$ cat src/rtl/int_ctrl.sv
// Memory-mapped interrupt controller: captures edge/level sources, masks and
// prioritises them, and drives one registered request line to the CPU.
module int_ctrl #(
  parameter int NSRC = 8
) (
  input  logic            clk,
  input  logic            reset,
  input  logic            sel,
  input  logic [1:0]      addr,
  input  logic            we,
  input  logic [3:0]      be,
  input  logic [31:0]     wd,
  output logic [31:0]     rd,
  input  logic [NSRC-1:0] src,
  output logic            irq
);

  localparam logic [1:0] A_PEND   = 2'd0;
  localparam logic [1:0] A_MASK   = 2'd1;
  localparam logic [1:0] A_MODE   = 2'd2;
  localparam logic [1:0] A_ACTIVE = 2'd3;

  logic [NSRC-1:0] pend, mask, mode, src_prev;
  logic            armed;

  logic            wr;
  logic [31:0]     bmask;
  logic [NSRC-1:0] bm, rise, clr, ack_vec, act, pend_next;
  logic            ack_ok, valid;
  logic [4:0]      idx;
  logic            unused_wd;

  assign wr        = sel & we;
  assign bmask     = {{8{be[3]}}, {8{be[2]}}, {8{be[1]}}, {8{be[0]}}};
  assign bm        = bmask[NSRC-1:0];
  assign unused_wd = ^wd;

  // armed stays low for the first edge after reset so a source already high
  // at reset release is not mistaken for a rising edge.
  assign rise = src & ~src_prev & {NSRC{armed}};

  assign ack_ok  = wr && (addr == A_ACTIVE) && be[0] && (32'(wd[4:0]) < NSRC);
  assign ack_vec = NSRC'(1) << wd[4:0];

  assign clr = ((wr && addr == A_PEND) ? (wd[NSRC-1:0] & bm) : '0)
             | (ack_ok ? ack_vec : '0);

  // Edge bits: set wins over a same-cycle clear. Level bits follow src.
  assign pend_next = (mode & ((pend & ~clr) | rise)) | (~mode & src);

  assign act = pend & mask;

  // NOTE: every variable driven in always_comb gets a default first so no
  // path leaves it unassigned and no latch is inferred.
  always_comb begin
    valid = 1'b0;
    idx   = 5'd0;
    for (int i = NSRC - 1; i >= 0; i--) begin
      if (act[i]) begin
        valid = 1'b1;
        idx   = 5'(i);
      end
    end
  end

  always_comb begin
    rd = 32'd0;
    case (addr)
      A_PEND:   rd = 32'(pend);
      A_MASK:   rd = 32'(mask);
      A_MODE:   rd = 32'(mode);
      A_ACTIVE: rd = {valid, 26'd0, idx};
      default:  rd = 32'd0;
    endcase
  end

  // NOTE: sequential state uses non-blocking assignments so every register
  // samples the pre-edge values of its neighbours.
  always_ff @(posedge clk) begin
    if (reset) begin
      pend     <= '0;
      mask     <= '0;
      mode     <= '0;
      src_prev <= '0;
      armed    <= 1'b0;
      irq      <= 1'b0;
    end else begin
      src_prev <= src;
      armed    <= 1'b1;
      pend     <= pend_next;
      irq      <= |act;
      if (wr && addr == A_MASK)
        mask <= (mask & ~bm) | (wd[NSRC-1:0] & bm);
      if (wr && addr == A_MODE)
        mode <= (mode & ~bm) | (wd[NSRC-1:0] & bm);
    end
  end

endmodule

$ cat config.mk
export PLATFORM = sky130hd
export DESIGN_NAME = int_ctrl
export DESIGN_NICKNAME = d
export VERILOG_FILES = /design/src/rtl/int_ctrl.sv
export SDC_FILE = /design/constraint.sdc
export NUM_CORES = 1
export LEC_CHECK = 0
export ABC_AREA = 1
export CAP_MARGIN = 20
export CORE_MARGIN = 2
export CORE_UTILIZATION = 25
export CTS_CLUSTER_DIAMETER = 200
export DETAILED_ROUTE_END_ITERATION = 8
export GPL_TIMING_DRIVEN = 0
export PLACE_DENSITY = 0.56
export SLEW_MARGIN = 5
export SYNTH_ARGS = -nofsm -noshare
export SYNTH_HDL_FRONTEND = slang
export SYNTH_SLANG_ARGS = --single-unit
$ cat constraint.sdc
create_clock -name clk -period 1.2 [get_ports clk]
set_input_delay 0.3 -clock clk [delete_from_list [all_inputs] [get_ports clk]]
set_output_delay 0.3 -clock clk [all_outputs]
set_load 0.02 [all_outputs]
; Word level (Yosys, flattened, before mapping)
; Index checks and enable logic that the tools add are counted.
[word_totals]
word_cells = 58
reg_bits = 34
in_bits = 50
[classes]
eq_ne = 3
shifts = 1
magnitude_cmp = 1
muxes = 20
bitwise_logic = 19
n_reduce_logical = 8
[op_table]
columns = operator, count
row1 = $pmux W32 S4, 1
row2 = $and A8 B8 Y8, 9
row3 = $or A8 B8 Y8, 5
row4 = $mux W5, 7
row5 = $not A8 Y8, 4
row6 = $mux W8, 2
row7 = $mux W1, 9
row8 = $reduce_or A8 Y1, 1
row9 = $shl A1 B5 Y8 const A, 1
row10 = $logic_and A1 B1 Y1, 6
row11 = $lt A5 B4 Y1 const B, 1
row12 = $eq A2 B2 Y1 const B, 2
row13 = $mux W3, 1
row14 = $eq A2 B1 Y1 const B, 1
row15 = $logic_not A2 Y1, 1
row16 = $and A1 B1 Y1, 1

; Logic depth before layout (Yosys ltp)
; Gate-level depths: netlist of run 1.
[logic_depth]
ltp_word = 11
ltp_mapped = 10
ltp_nobuf = 10

; Least setup slack after synthesis of run 1
; No wires, ideal clock.
[synth_timing]
path_kind = reg-to-output
start = register with a tool-made name
end = output port rd[0]
t_arrival_ns = 1.067
path_stages_with_launch = 11
slack_ns = -0.167
path_buffers = 0
path_cell_list = dfxtp_1 nand2_1 inv_1 nand2_1 nand2_1 nand2_1 nand2_1 nand2_1 nand2_1 nand2_1 a21oi_1
[synth_lines]
columns = item, line_no
row1 = "end, declared", 13  ; output logic [31:0] rd,

; Final worst setup path of run 1
[layout_timing]
start = register pend[7]
end = output port rd[0]
[layout_between]
elab_chain_len = 10
[layout_rtl]
columns = item, line_no
row1 = "start, declared", 23  ; logic [NSRC-1:0] pend, mask, mode, src_prev;
row2 = "start signal, assigned", 90  ; pend <= pend_next;
row3 = $and A8 B8 Y8, 51  ; assign act = pend & mask;
row4 = $mux W3, 59  ; if (act[i]) begin
row5 = $mux W5 (7 in a row), 59
row6 = $pmux W32 S4, 68  ; case (addr)
; Every way passes these cells. The select of a mux whose other input is x is not followed.

==> impl_metrics.env, run 1 <==
export IMPL_status="finished with violations"
export IMPL_violations="setup timing"
export IMPL_path_class="reg2out"
export IMPL_vias=1825
export IMPL_synth_most_common_cell="nand2_1"
export IMPL_ys_seq_elements=34
export IMPL_synth_top_area_share=0.375
export IMPL_globalplace_congestion=0.850
export IMPL_pre_cts_ws_ps=-1460
export IMPL_wl_per_cell_um=12.2
export IMPL_crit_end="rd[0]"
export IMPL_endpoint_kind="output pin"
export IMPL_crit_start="pend[7]"
export IMPL_reg2reg_slack_ps=280
export IMPL_drc=0
export IMPL_routed_via_density=4.21
export IMPL_start_util=0.254
export IMPL_post_route_util=0.368
export IMPL_synth_edf_count=0
export IMPL_min_path_type="in2reg"
export IMPL_synthArstFlopShare=0
export IMPL_cp_start_kind="flop"
export IMPL_rsz0062_at_grt="yes"
export IMPL_coreArea_mm2=0.00714
export IMPL_p_total_mw=2.49
export IMPL_power_per_cell_area_mw_per_mm2=947
export IMPL_yosys_warnings=0
export IMPL_path_clk_slew_ps=60
export IMPL_synthToLayoutAreaGrowth_pct=44.9
export IMPL_regToRegEndpoint="pend[0]"
export IMPL_hpwlAfterDp_um=3690
export IMPL_synth_top_cells_by_count="nand2_1, dfxtp_1, inv_1"
export IMPL_required_ps=900
export IMPL_p_leak_nw=1.21
export IMPL_vdd_drop_max_mv=0.442
export IMPL_die_area_mm2=0.00795
export IMPL_nets=384
export IMPL_timing_final_crit_share=1.36
export IMPL_drive_above_1_share=0.329
export IMPL_ant_nets=0
export IMPL_synthDistinctLibCells=23
export IMPL_drv_slew=0
export IMPL_avgSynthCellArea_um2=6.82
export IMPL_die_x_um=89.2
export IMPL_htree_num_levels=2
export IMPL_timing_rr_start="armed"
export IMPL_gr_total_overflow=0
export IMPL_track_usage=0.138
export IMPL_critPathMaxFanout=2
export IMPL_synthTopCellsByArea="dfxtp_1, nand2_1, buf_4"
export IMPL_ys_flop_type="dfxtp_1"
export IMPL_cts_tree="built"
export IMPL_die_h_um=89.2
export IMPL_antenna_found_initial=0
export IMPL_setup_viol=9
export IMPL_worst_r2r_path_depth=4
export IMPL_cts_root_buf="clkbuf_8"
export IMPL_hold_buffers=0
export IMPL_grt_pass1_wl_um=8150
export IMPL_cts_buffer_depth=2
export IMPL_synth_area_mm2=0.00181
export IMPL_drt_iter0_drc=95
export IMPL_cts_num_sinks=34
export IMPL_max_freq_mhz=611
export IMPL_yosysSeqAreaShare=0.375
export IMPL_netlist_instances=266
export IMPL_io_pins=83
export IMPL_drv_cap=0
export IMPL_worst_slack_ps=-437
export IMPL_grt_max_degree=11
export IMPL_cts_buffers_inserted=5
export IMPL_insertion_delay_ps=290
export IMPL_synth_top_cell_by_area="dfxtp_1"
export IMPL_fp_row_count=31
export IMPL_firstDrtPassIters=4
export IMPL_fin_crit_ps=1640
export IMPL_final_hold_viol_count=0
export IMPL_port_buffers=30
export IMPL_grt_pass1_vias=1686
export IMPL_finalSetupTns_ps=-2800
export IMPL_arrival_ps=1340
export IMPL_diodes=0
export IMPL_skew_ps=8.34
export IMPL_wirelength_um=5280
==> layout by cell type (no fill, tap or decap), types with 8 or more instances in the layout <==
| cell type | count |
|---|---|
| a21oi_1 | 12 |
| conb_1 | 23 |
| nor2_1 | 28 |
| dfxtp_2 | 8 |
| inv_1 | 27 |
| nand2_1 | 47 |
| inv_2 | 8 |
| buf_4 | 39 |
| nand2_2 | 13 |
| o21ai_0 | 24 |
| dfxtp_1 | 26 |
| clkdlybuf4s50_1 | 11 |
==> layout make-up <==
cell class	instances	area [um^2]
tap	99	124
buffer	29	216
sequential	34	691
clock buffer	7	76.3
fill	784	4510
multi-input combinational	189	1020
inverter	36	139
timing repair buffer	39	363
==> metrics by stage <==
stage,hold slack [ps],cell area (um^2),instances
floorplan,418,1930,288
global placement,480,2360,417
detailed placement,479,2360,417
CTS,336,2550,432
global route,333,2630,433
finish,334,2630,433
==> worst min path at each step <==
| stage | from | endpoint | cells past startpoint |
|---|---|---|---|
| 2_1_floorplan | src[1] | src_prev[1] | 2 |
| 3_3_place_gp | flop | pend[3] | 3 |
| 3_5_place_dp | flop | flop | 2 |
| 4_1_cts | reset | src_prev[6] | 2 |
| 5_1_grt | reset | src_prev[6] | 2 |
| 6_report | reset | src_prev[6] | 2 |
==> worst max-delay path, cell delays in order, from the launching register on <==
cell	delay [ps]
dfxtp_2	340
nand2_2	60
inv_2	40
nand2_1	40
nand2_1	50
nand2_1	50
nand2_1	50
nand2_1	40
nand2_1	50
nand2_1	50
a21oi_2	130
buf_4	150
==> metal layers <==
metal	GRT usage	vias to the layer above	part of all wire
met4	0.0855	0	0.042
met5	0	-	0
met2	0.212	62	0.45
met1	0.174	809	0.44
met3	0.0305	20	0.065
li1	-	934	-
==> kinds of logic (layout without fill, tap and decap cells) <==
| group | after synthesis | in the layout | share of synthesized area |
|---|---|---|---|
| buffers and inverters | 65 | 111 | 0.194 |
| AOI/OAI and AO/OA | 51 | 51 | 0.161 |
| other | 1 | 23 | 0.00207 |
| and+or+nand+nor | 115 | 115 | 0.268 |
| DFF | 34 | 34 | 0.375 |
==> power breakdown <==
group          leakage, nW  switching [mW]  internal (mW)
Sequential           0.282          0.0254           1.18
Combinational        0.888           0.280          0.207
Clock               0.0383           0.403          0.400
==> repair_timing <==
item / 4_1_cts / 5_1_grt
setup endpoints to repair: 34 / 16
buffers inserted: 8 / 1
cloned: 0 / 0
pin swaps: 12 / 13
gates resized for setup: 94 / 25
No activity file was read; power rests on OpenSTA's default activity.
==> run 2: changes to the inputs <==
- CELL_PAD_IN_SITES_DETAIL_PLACEMENT: not set -> 1
- CELL_PAD_IN_SITES_GLOBAL_PLACEMENT: not set -> 1
- PLACE_DENSITY: 0.56 -> 0.76
==> impl_metrics.env, run 2 (same netlist as run 1, synthesis figures left out) <==
export IMPL_status="finished with violations"
export IMPL_violations="setup timing"
export IMPL_globalplace_congestion=0.878
export IMPL_htree_num_levels=2
export IMPL_fin_crit_ps=1710
export IMPL_cp_top_family="simple AND/OR/NAND/NOR gates"
export IMPL_diodes=0
export IMPL_drv_slew=0
export IMPL_cp_cell_sequence="nand2_2 > inv_2 > nand2_2 > nand2_1 > nand2_1 > nand2_1 > nand2_1 > nand2_1 > nand2_1 > a21oi_2 > buf_6"
export IMPL_required_ps=900
export IMPL_grt_max_degree=11
export IMPL_cts_num_sinks=34
export IMPL_drc=0
export IMPL_drv_cap=0
export IMPL_drt_iter0_drc=91
export IMPL_cp_start_kind="flop"
export IMPL_coreArea_mm2=0.00714
export IMPL_path_buf_inv=2
export IMPL_fp_row_count=31
export IMPL_max_freq_mhz=583
export IMPL_cts_buffer_depth=2
export IMPL_grt_pass1_wl_um=8580
export IMPL_relSlewSlack=0.635
export IMPL_io_pins=83
export IMPL_firstDrtPassIters=4
export IMPL_insertion_delay_ps=290
export IMPL_fillers=897
export IMPL_cts_tree="built"
export IMPL_pwr_share_comb=0.187
export IMPL_arrival_ps=1410
export IMPL_final_cell_mix="nand2_1, buf_4, nor2_1"
export IMPL_wl_per_cell_um=13.3
export IMPL_min_path_type="in2reg"
export IMPL_start_util=0.254
export IMPL_port_buffers=30
export IMPL_hpwlAfterDp_um=4100
export IMPL_die_h_um=89.2
export IMPL_dp_cells=417
export IMPL_rsz0062_at_grt="yes"
export IMPL_synthToLayoutAreaGrowth_pct=49.9
export IMPL_die_area_mm2=0.00795
export IMPL_gr_total_overflow=0
export IMPL_die_x_um=89.2
export IMPL_swShare=0.273
export IMPL_path_class="reg2out"
export IMPL_seq_area_um2=693
export IMPL_worst_slack_ps=-514
export IMPL_power_per_cell_area_mw_per_mm2=999
export IMPL_p_int_mw=1.97
export IMPL_wirelength_um=5840
export IMPL_vdd_drop_max_mv=0.338
export IMPL_final_hold_viol_count=0
export IMPL_multi_input_area_mm2=0.00102
export IMPL_layout_commonest_cell="nand2_1"
export IMPL_critPathMaxFanout=2
export IMPL_skew_ps=8.35
export IMPL_vias=1895
export IMPL_p_leak_nw=1.27
export IMPL_p_total_mw=2.72
export IMPL_timing_final_crit_share=1.43
export IMPL_drive_above_1_share=0.348
export IMPL_cpPeakStageDelay_ps=350
export IMPL_power_share_clock=0.370
export IMPL_ant_nets=0
export IMPL_setup_viol=9
export IMPL_slowest_stage="dfxtp_2"
export IMPL_endpoint_kind="output pin"
export IMPL_cts_buffers_inserted=5
export IMPL_path_clk_slew_ps=70
export IMPL_grt_pass1_vias=1813
export IMPL_routed_via_density=4.33
export IMPL_seq_power_share=0.443
export IMPL_nets=388
export IMPL_instances_no_fill=438
export IMPL_worstMarginPinSlew_ps=547
export IMPL_cts_root_buf="clkbuf_8"
export IMPL_cpMostUsedCell="nand2_1"
export IMPL_hold_buffers=0
export IMPL_track_usage=0.141
export IMPL_antenna_found_initial=0
export IMPL_switching_power_mw=0.741
## run 2: changes by cell type in the layout (fill, tap and decap cells not counted), sizes merged
cell / before / now
clkdlybuf4s15: 2 / 0
buf: 48 / 52
clkbuf: 8 / 10
dlygate4sd2: 4 / 5
## run 2: repair_timing
| item | in CTS | in global routing |
|---|---|---|
| cloned | 0 | 1 |
| resized for setup | 97 | 31 |
| setup endpoints to repair | 34 | 21 |
| pin swaps | 10 | 13 |
| buffers inserted | 9 | 5 |
| hold endpoints to repair | 0 | 0 |
## run 2: worst paths after layout
| kind | startpoint | to | slack, ps | cells past startpoint |
|---|---|---|---|---|
| worst max-delay path | flop | rd[0] | -510 | 11 |
| worst min-delay path | reset | src_prev[6] | 300 | 2 |
| worst max register to register | flop | irq | 50 | 8 |
| worst min register to register | flop | pend[6] | 490 | 3 |
## run 2: final cells by class
class	instances	share of cell area
multi-input cells	189	0.375
flip-flops and latches	34	0.255
repair buffers	43	0.151
plain buffers	29	0.0796
inverters	36	0.0529
well taps	99	0.0455
clock buffers	8	0.0405
## run 2: per-stage QoR
stage	setup TNS, ps	worst slack [ps]	utilization	area (um^2)	hold slack [ps]
floorplan	-722	-105	-	1930	418
global placement	-23260	-1350	0.330	2360	485
detailed placement	-24470	-1380	0.330	2360	488
CTS	-3050	-481	0.365	2600	301
global route	-3820	-616	0.381	2720	308
finish	-3200	-514	0.381	2720	302
## run 2: metal layers
| metal | vias to the layer above | track usage | part of all wire |
|---|---|---|---|
| met5 | - | 0 | 0 |
| met4 | 0 | 0.0448 | 0.013 |
| met3 | 9 | 0.0259 | 0.043 |
| met2 | 42 | 0.256 | 0.52 |
| met1 | 890 | 0.167 | 0.42 |
| li1 | 954 | - | - |
## run 2: power by group through the flow
stage | sequential, mW | clock (mW) | combinational (mW)
3_5_place_dp | 1.22 | 0 | 0.442
3_3_place_gp | 1.22 | 0 | 0.436
6_report | 1.20 | 1.01 | 0.508
5_1_grt | 1.21 | 1.06 | 0.554
4_1_cts | 1.20 | 1.02 | 0.477
2_1_floorplan | 1.22 | 0 | 0.287
==> run 3: changes to the inputs <==
- CORE_UTILIZATION: 25 -> 28
- PLACE_DENSITY: 0.76 -> 0.83
==> impl_metrics.env, run 3 (same netlist as run 1, synthesis figures left out) <==
export IMPL_status="finished with violations"
export IMPL_violations="setup timing"
export IMPL_htree_num_levels=2
export IMPL_grt_pass1_vias=1913
export IMPL_required_ps=900
export IMPL_layout_commonest_cell="nand2_1"
export IMPL_cts_root_buf="clkbuf_8"
export IMPL_p_leak_nw=1.21
export IMPL_antenna_found_initial=0
export IMPL_cts_tree="built"
export IMPL_synthToLayoutAreaGrowth_pct=45.1
export IMPL_power_per_cell_area_mw_per_mm2=977
export IMPL_port_buffers=30
export IMPL_holdWs_ps=298
export IMPL_arrival_ps=1350
export IMPL_power_share_clock=0.336
export IMPL_slowest_stage="dfxtp_2"
export IMPL_path_clk_slew_ps=70
export IMPL_insertion_delay_ps=300
export IMPL_critPathMaxFanout=2
export IMPL_cpMostUsedCell="nand2_1"
export IMPL_p_int_mw=1.83
export IMPL_p_total_mw=2.57
export IMPL_wirelength_um=6050
export IMPL_globalplace_congestion=0.852
export IMPL_cp_start_kind="flop"
export IMPL_cpPeakStageDelay_ps=350
export IMPL_wl_per_cell_um=14.7
export IMPL_timing_final_crit_share=1.38
export IMPL_worst_slack_ps=-452
export IMPL_rsz0062_at_grt="yes"
export IMPL_pwr_share_comb=0.196
export IMPL_path_class="reg2out"
export IMPL_grt_max_degree=11
export IMPL_cp_cell_sequence="nand2_2 > inv_1 > nand2_1 > nand2_1 > nand2_1 > nand2_1 > nand2_1 > nand2_1 > nand2_1 > a21oi_2 > buf_4"
export IMPL_drt_iter0_drc=112
export IMPL_fin_crit_ps=1650
export IMPL_relSlewSlack=0.635
export IMPL_drc=0
export IMPL_setup_viol=9
export IMPL_gr_total_overflow=0
export IMPL_grt_pass1_wl_um=9410
export IMPL_routed_via_density=4.66
export IMPL_final_cell_mix="nand2_1, buf_4, inv_1"
export IMPL_hpwlAfterDp_um=4150
export IMPL_seq_power_share=0.468
export IMPL_die_h_um=84.5
export IMPL_vdd_drop_max_mv=0.372
export IMPL_drv_slew=0
export IMPL_endpoint_kind="output pin"
export IMPL_max_freq_mhz=605
export IMPL_drv_cap=0
export IMPL_skew_ps=7.54
export IMPL_swShare=0.290
export IMPL_die_x_um=84.5
export IMPL_vias=1921
export IMPL_firstDrtPassIters=5
export IMPL_io_pins=83
export IMPL_start_util=0.287
export IMPL_fp_row_count=29
export IMPL_cp_top_family="simple AND/OR/NAND/NOR gates"
export IMPL_nets=386
export IMPL_ant_nets=0
export IMPL_cts_num_sinks=34
export IMPL_fillers=804
export IMPL_diodes=0
export IMPL_hold_buffers=0
export IMPL_cts_buffer_depth=2
export IMPL_pre_cts_ws_ps=-1390
export IMPL_drive_above_1_share=0.346
export IMPL_worstMarginPinSlew_ps=547
export IMPL_final_hold_viol_count=0
export IMPL_coreArea_mm2=0.00631
export IMPL_die_area_mm2=0.00714
export IMPL_min_path_type="in2reg"
export IMPL_cts_buffers_inserted=5
export IMPL_path_buf_inv=2
export IMPL_switching_power_mw=0.745
export IMPL_track_usage=0.166
run 3: worst register-to-register path: cells and delay by family (launching register included):
kind,cells,cell delay (ps)
buffers and inverters,1,70
flip-flops,1,320
AND/OR/NAND/NOR,5,480
run 3: path summary, 6_finish.rpt:
path         cells past startpoint   startpoint  slack, ps           to
max                             11      pend[7]       -450        rd[0]
min                              2        reset        300  src_prev[6]
max reg2reg                      6      pend[6]        210          irq
min reg2reg                      3  src_prev[2]        510      pend[2]
run 3: power by group through the flow:
stage / clock network, mW / registers [mW] / logic, mW
final: 0.864 / 1.20 / 0.505
after global routing: 0.915 / 1.21 / 0.544
after CTS: 0.868 / 1.20 / 0.471
after detailed placement: 0 / 1.22 / 0.441
after global placement: 0 / 1.22 / 0.433
after floorplan: 0 / 1.22 / 0.287
run 3: stage by stage:
step	cells	cell area, um^2	TNS (ps)	util
after CTS	410	2560	-2880	0.405
after global placement	395	2330	-23030	0.369
after floorplan	288	1930	-722	-
final	412	2630	-2840	0.417
after detailed placement	395	2330	-24210	0.369
after global routing	412	2630	-3370	0.417
run 3: layout make-up:
cell class	instances	area, um^2	area share
multi-input combinational	190	1030	0.393
inverter	36	139	0.0528
sequential	34	698	0.265
buffer	29	216	0.0822
tap	77	96.3	0.0366
timing repair buffer	40	367	0.139
clock buffer	6	82.6	0.0314
run 3: timing repair:
action	in CTS	in global routing
gates cloned	0	1
pin swaps	12	10
resized for setup	106	21
setup buffers	9	1
setup endpoints to repair	34	18
run 3: metal layers:
| metal | share of wire | track usage |
|---|---|---|
| met3 | 0.039 | 0.0305 |
| met1 | 0.41 | 0.194 |
| met5 | 0 | 0 |
| met2 | 0.53 | 0.296 |
| met4 | 0.027 | 0.0736 |
